## src/rtl/spi_wishbone_burst_bridge.sv

```systemverilog
// SPI-slave (mode 0) to Wishbone-master bridge with auto-incrementing bursts,
// per-word poll/start/status handshake on MISO and a bus timeout.
module spi_wishbone_burst_bridge #(
  parameter int unsigned ADDR_WIDTH     = 23,
  parameter int unsigned DATA_WIDTH     = 8,
  parameter int unsigned TIMEOUT_CYCLES = 255
) (
  input  logic                  clk_i,
  input  logic                  rst_i,
  input  logic                  spi_sck,
  input  logic                  spi_ss_n,
  input  logic                  spi_mosi,
  output logic                  spi_miso,
  output logic                  cyc_o,
  output logic                  stb_o,
  output logic                  we_o,
  output logic [ADDR_WIDTH-1:0] adr_o,
  output logic [DATA_WIDTH-1:0] dat_o,
  input  logic                  ack_i,
  input  logic                  err_i,
  input  logic                  rty_i,
  input  logic [DATA_WIDTH-1:0] dat_i
);

  localparam int unsigned HDR_BITS = 8 * ((ADDR_WIDTH + 8) / 8);
  localparam int unsigned CNT_MAX  = (HDR_BITS > DATA_WIDTH) ? HDR_BITS : DATA_WIDTH;
  localparam int unsigned CNT_W    = $clog2(CNT_MAX);
  localparam int unsigned TMO_W    = $clog2(TIMEOUT_CYCLES + 2);

  typedef enum logic [2:0] {
    ST_HEADER,
    ST_WDATA,
    ST_RESP,
    ST_STATUS,
    ST_RDATA
  } state_t;

  logic [2:0] sck_q;
  logic [1:0] ss_q;
  logic [1:0] mosi_q;

  state_t                state_q, state_d;
  logic [HDR_BITS-2:0]   hdr_q, hdr_d;
  logic [CNT_W-1:0]      cnt_q, cnt_d;
  logic [TMO_W-1:0]      tmo_q, tmo_d;
  logic                  we_q, we_d;
  logic [ADDR_WIDTH-1:0] adr_q, adr_d;
  logic [DATA_WIDTH-1:0] dat_q, dat_d;
  logic [DATA_WIDTH-1:0] rdata_q, rdata_d;
  logic                  cyc_q, cyc_d;
  logic                  err_q, err_d;
  logic                  done_q, done_d;
  logic                  pend_q, pend_d;
  logic                  miso_q, miso_d;

  logic                  spi_edge;
  logic                  mosi_s;
  logic [HDR_BITS-1:0]   hdr_full;
  logic                  tmo_hit;
  logic                  bus_err;

  assign spi_edge = sck_q[1] & ~sck_q[2];
  assign mosi_s   = mosi_q[1];
  assign hdr_full = {hdr_q, mosi_s};
  assign tmo_hit  = (TIMEOUT_CYCLES != 0) && (tmo_q == TMO_W'(TIMEOUT_CYCLES - 1));
  assign bus_err  = err_i | rty_i | (tmo_hit & ~ack_i);

  // Two-flop synchronisers; sck_q[2] is the previous synchronised sck for edge detect.
  always_ff @(posedge clk_i) begin
    if (rst_i) begin
      sck_q  <= 3'b000;
      ss_q   <= 2'b11;
      mosi_q <= 2'b00;
    end else begin
      sck_q  <= {sck_q[1:0], spi_sck};
      ss_q   <= {ss_q[0], spi_ss_n};
      mosi_q <= {mosi_q[0], spi_mosi};
    end
  end

  always_ff @(posedge clk_i) begin
    if (rst_i || ss_q[1]) begin
      state_q <= ST_HEADER;
      hdr_q   <= '0;
      cnt_q   <= '0;
      tmo_q   <= '0;
      we_q    <= 1'b0;
      adr_q   <= '0;
      dat_q   <= '0;
      rdata_q <= '0;
      cyc_q   <= 1'b0;
      err_q   <= 1'b0;
      done_q  <= 1'b0;
      pend_q  <= 1'b0;
      miso_q  <= 1'b0;
    end else begin
      state_q <= state_d;
      hdr_q   <= hdr_d;
      cnt_q   <= cnt_d;
      tmo_q   <= tmo_d;
      we_q    <= we_d;
      adr_q   <= adr_d;
      dat_q   <= dat_d;
      rdata_q <= rdata_d;
      cyc_q   <= cyc_d;
      err_q   <= err_d;
      done_q  <= done_d;
      pend_q  <= pend_d;
      miso_q  <= miso_d;
    end
  end

  always_comb begin
    state_d = state_q;
    hdr_d   = hdr_q;
    cnt_d   = cnt_q;
    tmo_d   = tmo_q;
    we_d    = we_q;
    adr_d   = adr_q;
    dat_d   = dat_q;
    rdata_d = rdata_q;
    cyc_d   = cyc_q;
    err_d   = err_q;
    done_d  = done_q;
    pend_d  = pend_q;
    miso_d  = miso_q;

    // Bus termination: error inputs win over ack, any handshake wins over timeout.
    if (cyc_q) begin
      tmo_d = tmo_q + 1'b1;
      if (ack_i || err_i || rty_i || tmo_hit) begin
        cyc_d  = 1'b0;
        done_d = 1'b1;
        err_d  = bus_err;
        if (!we_q) rdata_d = bus_err ? '0 : dat_i;
      end
    end

    if (spi_edge) begin
      case (state_q)
        ST_HEADER: begin
          hdr_d = hdr_full[HDR_BITS-2:0];
          cnt_d = cnt_q + 1'b1;
          if (cnt_q == CNT_W'(HDR_BITS - 1)) begin
            cnt_d = '0;
            we_d  = hdr_full[HDR_BITS-1];
            adr_d = hdr_full[ADDR_WIDTH-1:0];
            if (hdr_full[HDR_BITS-1]) begin
              state_d = ST_WDATA;
            end else begin
              cyc_d   = 1'b1;
              tmo_d   = '0;
              done_d  = 1'b0;
              state_d = ST_RESP;
            end
          end
        end
        ST_WDATA: begin
          dat_d = {dat_q[DATA_WIDTH-2:0], mosi_s};
          cnt_d = cnt_q + 1'b1;
          if (cnt_q == CNT_W'(DATA_WIDTH - 1)) begin
            cnt_d   = '0;
            cyc_d   = 1'b1;
            tmo_d   = '0;
            done_d  = 1'b0;
            state_d = ST_RESP;
          end
        end
        ST_RESP: begin
          if (done_q) begin
            miso_d  = 1'b1;
            state_d = ST_STATUS;
          end else begin
            miso_d = 1'b0;
            // A continued read burst launches its bus cycle on the first poll.
            if (pend_q) begin
              pend_d = 1'b0;
              cyc_d  = 1'b1;
              tmo_d  = '0;
              done_d = 1'b0;
            end
          end
        end
        ST_STATUS: begin
          miso_d = err_q;
          cnt_d  = '0;
          if (we_q) begin
            adr_d   = adr_q + 1'b1;
            state_d = ST_WDATA;
          end else begin
            state_d = ST_RDATA;
          end
        end
        ST_RDATA: begin
          miso_d  = rdata_q[DATA_WIDTH-1];
          rdata_d = rdata_q << 1;
          cnt_d   = cnt_q + 1'b1;
          if (cnt_q == CNT_W'(DATA_WIDTH - 1)) begin
            cnt_d   = '0;
            adr_d   = adr_q + 1'b1;
            pend_d  = 1'b1;
            done_d  = 1'b0;
            state_d = ST_RESP;
          end
        end
        default: state_d = ST_HEADER;
      endcase
    end
  end

  assign spi_miso = miso_q;
  assign cyc_o    = cyc_q;
  assign stb_o    = cyc_q;
  assign we_o     = we_q;
  assign adr_o    = adr_q;
  assign dat_o    = dat_q;

endmodule

```

## config.mk

```make
export PLATFORM = sky130hd
export DESIGN_NAME = spi_wishbone_burst_bridge
export DESIGN_NICKNAME = d
export VERILOG_FILES = /design/src/rtl/spi_wishbone_burst_bridge.sv
export SDC_FILE = /design/constraint.sdc
export NUM_CORES = 1
export LEC_CHECK = 0
export ABC_AREA = 1
export ABC_CLOCK_PERIOD_IN_PS = 1900
export BUFFER_PORTS_ARGS = -buffer_cell sky130_fd_sc_hd__buf_2
export CORE_MARGIN = 2
export CORE_UTILIZATION = 55
export CTS_BUF_LIST = sky130_fd_sc_hd__clkbuf_4 sky130_fd_sc_hd__clkbuf_8
export CTS_CLUSTER_DIAMETER = 200
export DETAILED_ROUTE_END_ITERATION = 8
export PLACE_DENSITY = 0.76
export SETUP_SLACK_MARGIN = 0.5
export SYNTH_ARGS = -nofsm -noshare
export SYNTH_HDL_FRONTEND = slang
export SYNTH_SLANG_ARGS = --single-unit
```

## constraint.sdc

```tcl
create_clock -name clk_i -period 1.9 [get_ports clk_i]
set_input_delay 0 -clock clk_i [delete_from_list [all_inputs] [get_ports clk_i]]
set_output_delay 0 -clock clk_i [all_outputs]
set_load 0.05 [all_outputs]
```

Yosys cells after proc, flatten, opt, wreduce, memory -nomap -nowiden
Index checks and enable logic that the tools add are counted.
{"block": "totals", "reg_bits": 92, "in_bits": 16, "output_inout_bits": 35, "word_cells": 107}
{"block": "classes", "n_addsub": 3, "eq_ne": 13, "mux": 50, "bitwise": 6, "n_reduce_logical": 19}
{"op": "$mux W23", "n": 3}
{"op": "$pmux W23 S3", "n": 1}
{"op": "$mux W9", "n": 7}
{"op": "$mux W8", "n": 6}
{"op": "$pmux W9 S3", "n": 1}
{"op": "$add A23 B1 Y23 const B", "n": 1}
{"op": "$mux W1", "n": 19}
{"op": "$pmux W5 S3", "n": 1}
{"op": "$mux W3", "n": 4}
{"op": "$pmux W3 S4", "n": 1}
{"op": "$mux W5", "n": 2}
{"op": "$ne A2 B2 Y1 const B", "n": 5}
{"op": "$reduce_and A2 Y1", "n": 5}
{"op": "$add A9 B1 Y9 const B", "n": 1}
{"op": "$eq A9 B8 Y1 const B", "n": 1}
{"op": "$pmux W1 S3", "n": 3}
{"op": "$reduce_bool A3 Y1", "n": 3}
{"op": "$reduce_and A4 Y1", "n": 2}
{"op": "$eq A3 B2 Y1 const B", "n": 2}
{"op": "$add A5 B1 Y5 const B", "n": 1}
{"op": "$eq A5 B3 Y1 const B", "n": 1}
{"op": "$eq A5 B5 Y1 const B", "n": 1}
{"op": "$reduce_and A5 Y1", "n": 1}
{"op": "$logic_or A1 B1 Y1", "n": 4}
{"op": "other kinds (12)", "n": 15}

Logic depth before layout (Yosys ltp)
{"block": "depth", "depth_word": 9, "ltp_mapped": 12, "ltp_nobuf": 11}

Worst setup path after synthesis
Ideal clock, no wire load.
{"block": "synth_timing", "path_kind": "register to register", "startpoint": "reg adr_q[0], in the netlist adr_o[0]", "endpoint": "reg adr_q[10], in the netlist adr_o[10]", "setup_ns": 0.117, "arrival_ns": 1.746, "t_required_ns": 1.783, "path_slack_ns": 0.037, "stages_incl_launch_ff": 9, "n_path_buf": 0, "synth_period_minus_slack_ns": 1.863, "cell_sequence": "dfxtp_1 > ha_1 > nand3_1 > inv_1 > nand3b_1 > nor2_1 > a21oi_1 > o21ai_0 > nor2_1"}
{"block": "synth_between", "elab_chain_cells": 3, "word_cells_on_any_way": 4, "classes_between": "1 x add/sub; 3 x mux"}
{"element": "start: declaration", "line": "47", "text": "logic [ADDR_WIDTH-1:0] adr_q, adr_d;"}
{"element": "start signal: assignment", "line": "102", "text": "adr_q <= adr_d;"}
{"element": "$add A23 B1 Y23 *", "line": "188, 200"}
{"element": "$mux W23, on equally long branches", "line": "198, 187"}
{"element": "$pmux W23 S3 *", "line": "140", "text": "case (state_q)"}
Every way passes the cells marked *; elsewhere a longest branch is shown, timed or not. The select of a mux whose other input is x is not followed.
A chain may end at the register's enable or synchronous reset.

Final worst setup path
{"block": "layout_timing", "startpoint": "reg cnt_q[0]", "endpoint": "reg adr_q[18], in the netlist adr_o[18]"}
{"block": "layout_between", "elab_chain_cells": 3, "word_cells_on_any_way": 5, "classes_between": "4 x eq/ne; 1 x reduce/logical"}
{"element": "start: declaration", "line": "44", "text": "logic [CNT_W-1:0] cnt_q, cnt_d;"}
{"element": "start signal: assignment", "line": "99", "text": "cnt_q <= cnt_d;"}
{"element": "$eq A5 B3 Y1 / $eq A5 B5 Y1 (equally long branches)", "line": "198, 144"}
{"element": "$ne A2 B2 Y1 (no source line)"}
{"element": "$reduce_and A5 Y1 (no source line) *"}
Every way passes the cells marked *; elsewhere a longest branch is shown, timed or not.

==> run metrics <==
Setup CP Type=reg2reg; Final TNS setup=0 ns; WHS Path Cells=6; DR DRC count=0; final hold violation count=0; Worst Max-Slew Pin Slew=0.4158 ns; vias in the first global route=4,442; top post-synthesis cells by count=nand2_1, nor2_1, dfxtp_1; Worst Hold Class=in2reg; layout cells sized above 1=33.62%; Slew HR=72.13%; maximum vdd drop=0.4827 mV; drt wl/cell=18.13 um; number of synthesized flops with an enable pin=0; register area share after synthesis=40.69%; GRT Total Usage=28.22%; top-area cell type share of the netlist area=40.69%; Worst Setup Start Kind=register; Synth area leaders=dfxtp_1, nand2_1, nor2_1, o21ai_0, a21oi_1; CP Max Fanout=8; die height=94.72 um; Primary FF master, synth=dfxtp_1; leading area contributor after synthesis=dfxtp_1; antenna-violating nets left=0; TritonRoute pass-1 iters=6; Pleak=0.002547 uW; io pins=51; # port buffers=50; Metal-1 WL=6048 um; Yosys warnings=0; syn avg cell area=6.599 um2; unrepaired setup endpoints after global routing=yes; total number of vias=5,448; DR vias/cell=5.961; largest net degree at the start of global routing=35; CTS buffer count=9; Core Area=8093 um2; Slew Limit Fails=0; Yosys cell types=35; die width=94.72 um; minimum clock period=1.809 ns; synth-to-layout area growth=42.62%; H-tree levels=3; final period utilization=95.20%; Final nets=824; Synth Net Count=706; data required time of the worst path=2.19 ns; Cell Area, Placed=4989 um2; grt ovf=0; Syn Std Cell Area=4527 um2; met2 WL post-DR=7802 um; Max Used Layer=met4; n_diodes=0; Max clock buf depth=2; Final Util=79.78%; post-synthesis cell count=686; met3 wire len=1601 um; Setup Viol. Count Final=0; async set-reset flop share out of synthesis=0%; skew final=0.02000 ns; Worst Path Arrival=2.10 ns; Worst setup EP type=register; WL final=16,570 um; Root Driver=clkbuf_8; cell area after layout=6456 um2; initial antenna violation count=0; First DRT Iteration DRCs=582; Peak Freq=0.5528 GHz; worst reg-to-reg path cell count=12; Clock Latency Late Sink=0.37 ns; first-pass GRT wire length=20,070 um; outcome=complete, no violations; PD cells=559.9 nW/um2; top-count cell post-synth=nand2_1; Final GP Congestion=0.9213; CTS clk-pin slew, worst paths=0.10 ns; clk sinks=92; CTS tree=built; dpl hpwl=7554 um; cell row count=33; die area=8972 um2; Starting Density=55.94%; Synth Register Bits=92; max cap viols=0
==> stage by stage <==
step / setup WS [ns] / total power (uW) / instances / hold slack (ns)
floorplan: 0.4793 / 2026 / 686 / 0.07118
global placement: 0.2907 / 2060 / 829 / 0.1873
detailed placement: 0.2742 / 2063 / 829 / 0.1892
CTS: 0.3680 / 3534 / 884 / 0.02484
global route: 0.07989 / 3696 / 914 / 0.1412
finish: 0.09112 / 3615 / 914 / 0.1226
==> cells in the final DEF, fill, tap and decap left out, drive strengths merged, types with 5 or more instances in the layout <==
master / count
buf: 106
xor2: 5
nand3: 43
dfxtp: 92
or2: 6
nand4: 6
inv: 56
clkbuf: 14
dlygate4sd3: 16
nor3: 8
nand2: 172
o21ai: 59
clkinv: 6
a21oi: 48
nor2: 144
==> per-layer routing <==
layer / vias to the layer above / global-route usage [%]
met5: - / 0
met4: 0 / 12.68
met3: 128 / 5.267
met2: 407 / 46.93
met1: 2482 / 35.60
li1: 2431 / -
==> cell type report <==
class,count,area (um2)
timing repair buffer,128,1087
clock inverter,6,87.58
fill,499,1637
multi-input combinational,513,2838
clock buffer,10,131.4
timing repair inverter,1,7.507
tap,105,131.4
inverter,59,257.7
sequential,92,1916
==> worst paths after layout <==
check / to / startpoint / slack, ns
min: cyc_o$_SDFF_PP0_ / rty_i / 0.12
max reg2reg: adr_o[18]$_SDFFE_PP0P_ / cnt_q[0]$_SDFFE_PP0P_ / 0.09
min reg2reg: sck_q[1]$_SDFF_PP0_ / sck_q[0]$_SDFF_PP0_ / 0.42
max: adr_o[18]$_SDFFE_PP0P_ / cnt_q[0]$_SDFFE_PP0P_ / 0.09
==> where the power goes <==
part           total, uW  switching, uW  internal, uW
Sequential          1930           8.14          1920
Combinational        200            104          96.2
Clock               1490            730           759
==> worst max-delay path, cell delays in order, from the launching register on <==
cell	delay, ns
dfxtp_4	0.37
ha_4	0.15
nand2_4	0.06
inv_4	0.11
nand3_4	0.11
nand2_4	0.13
nand2_4	0.07
inv_2	0.07
nand2_4	0.09
buf_12	0.16
nor2_1	0.10
nand2_1	0.09
a21oi_1	0.20
==> what timing repair did <==
item	in CTS	in global routing
pin swaps	10	27
gates cloned	2	6
endpoints found under the setup margin	67	78
resized for setup	54	121
hold buffers	18	0
endpoints found under the hold margin	16	0
buffers inserted	19	24
==> flip-flops by register name, summed over array words and instances, names as in the netlist <==
register	cells
state_q	3
tmo_q	9
hdr_q	23
adr_o	23
spi_miso	1
mosi_q	2
sck_q	3
dat_o	8
cnt_q	5
we_o	1
pend_q	1
ss_q	2
err_q	1
done_q	1
rdata_q	8
cyc_o	1
==> logic make-up (layout without fill, tap and decap cells) <==
family | Yosys count | in the layout | synth area share (%)
AO/OA/AOI/OAI | 114 | 115 | 13.38
XOR/XNOR | 9 | 9 | 1.741
adder cells (fa/ha/maj) | 4 | 4 | 1.106
buffers and inverters | 82 | 204 | 7.905
flip-flops | 92 | 92 | 40.69
AND/OR/NAND/NOR | 385 | 385 | 35.19
No activity file was read; power rests on OpenSTA's default activity.
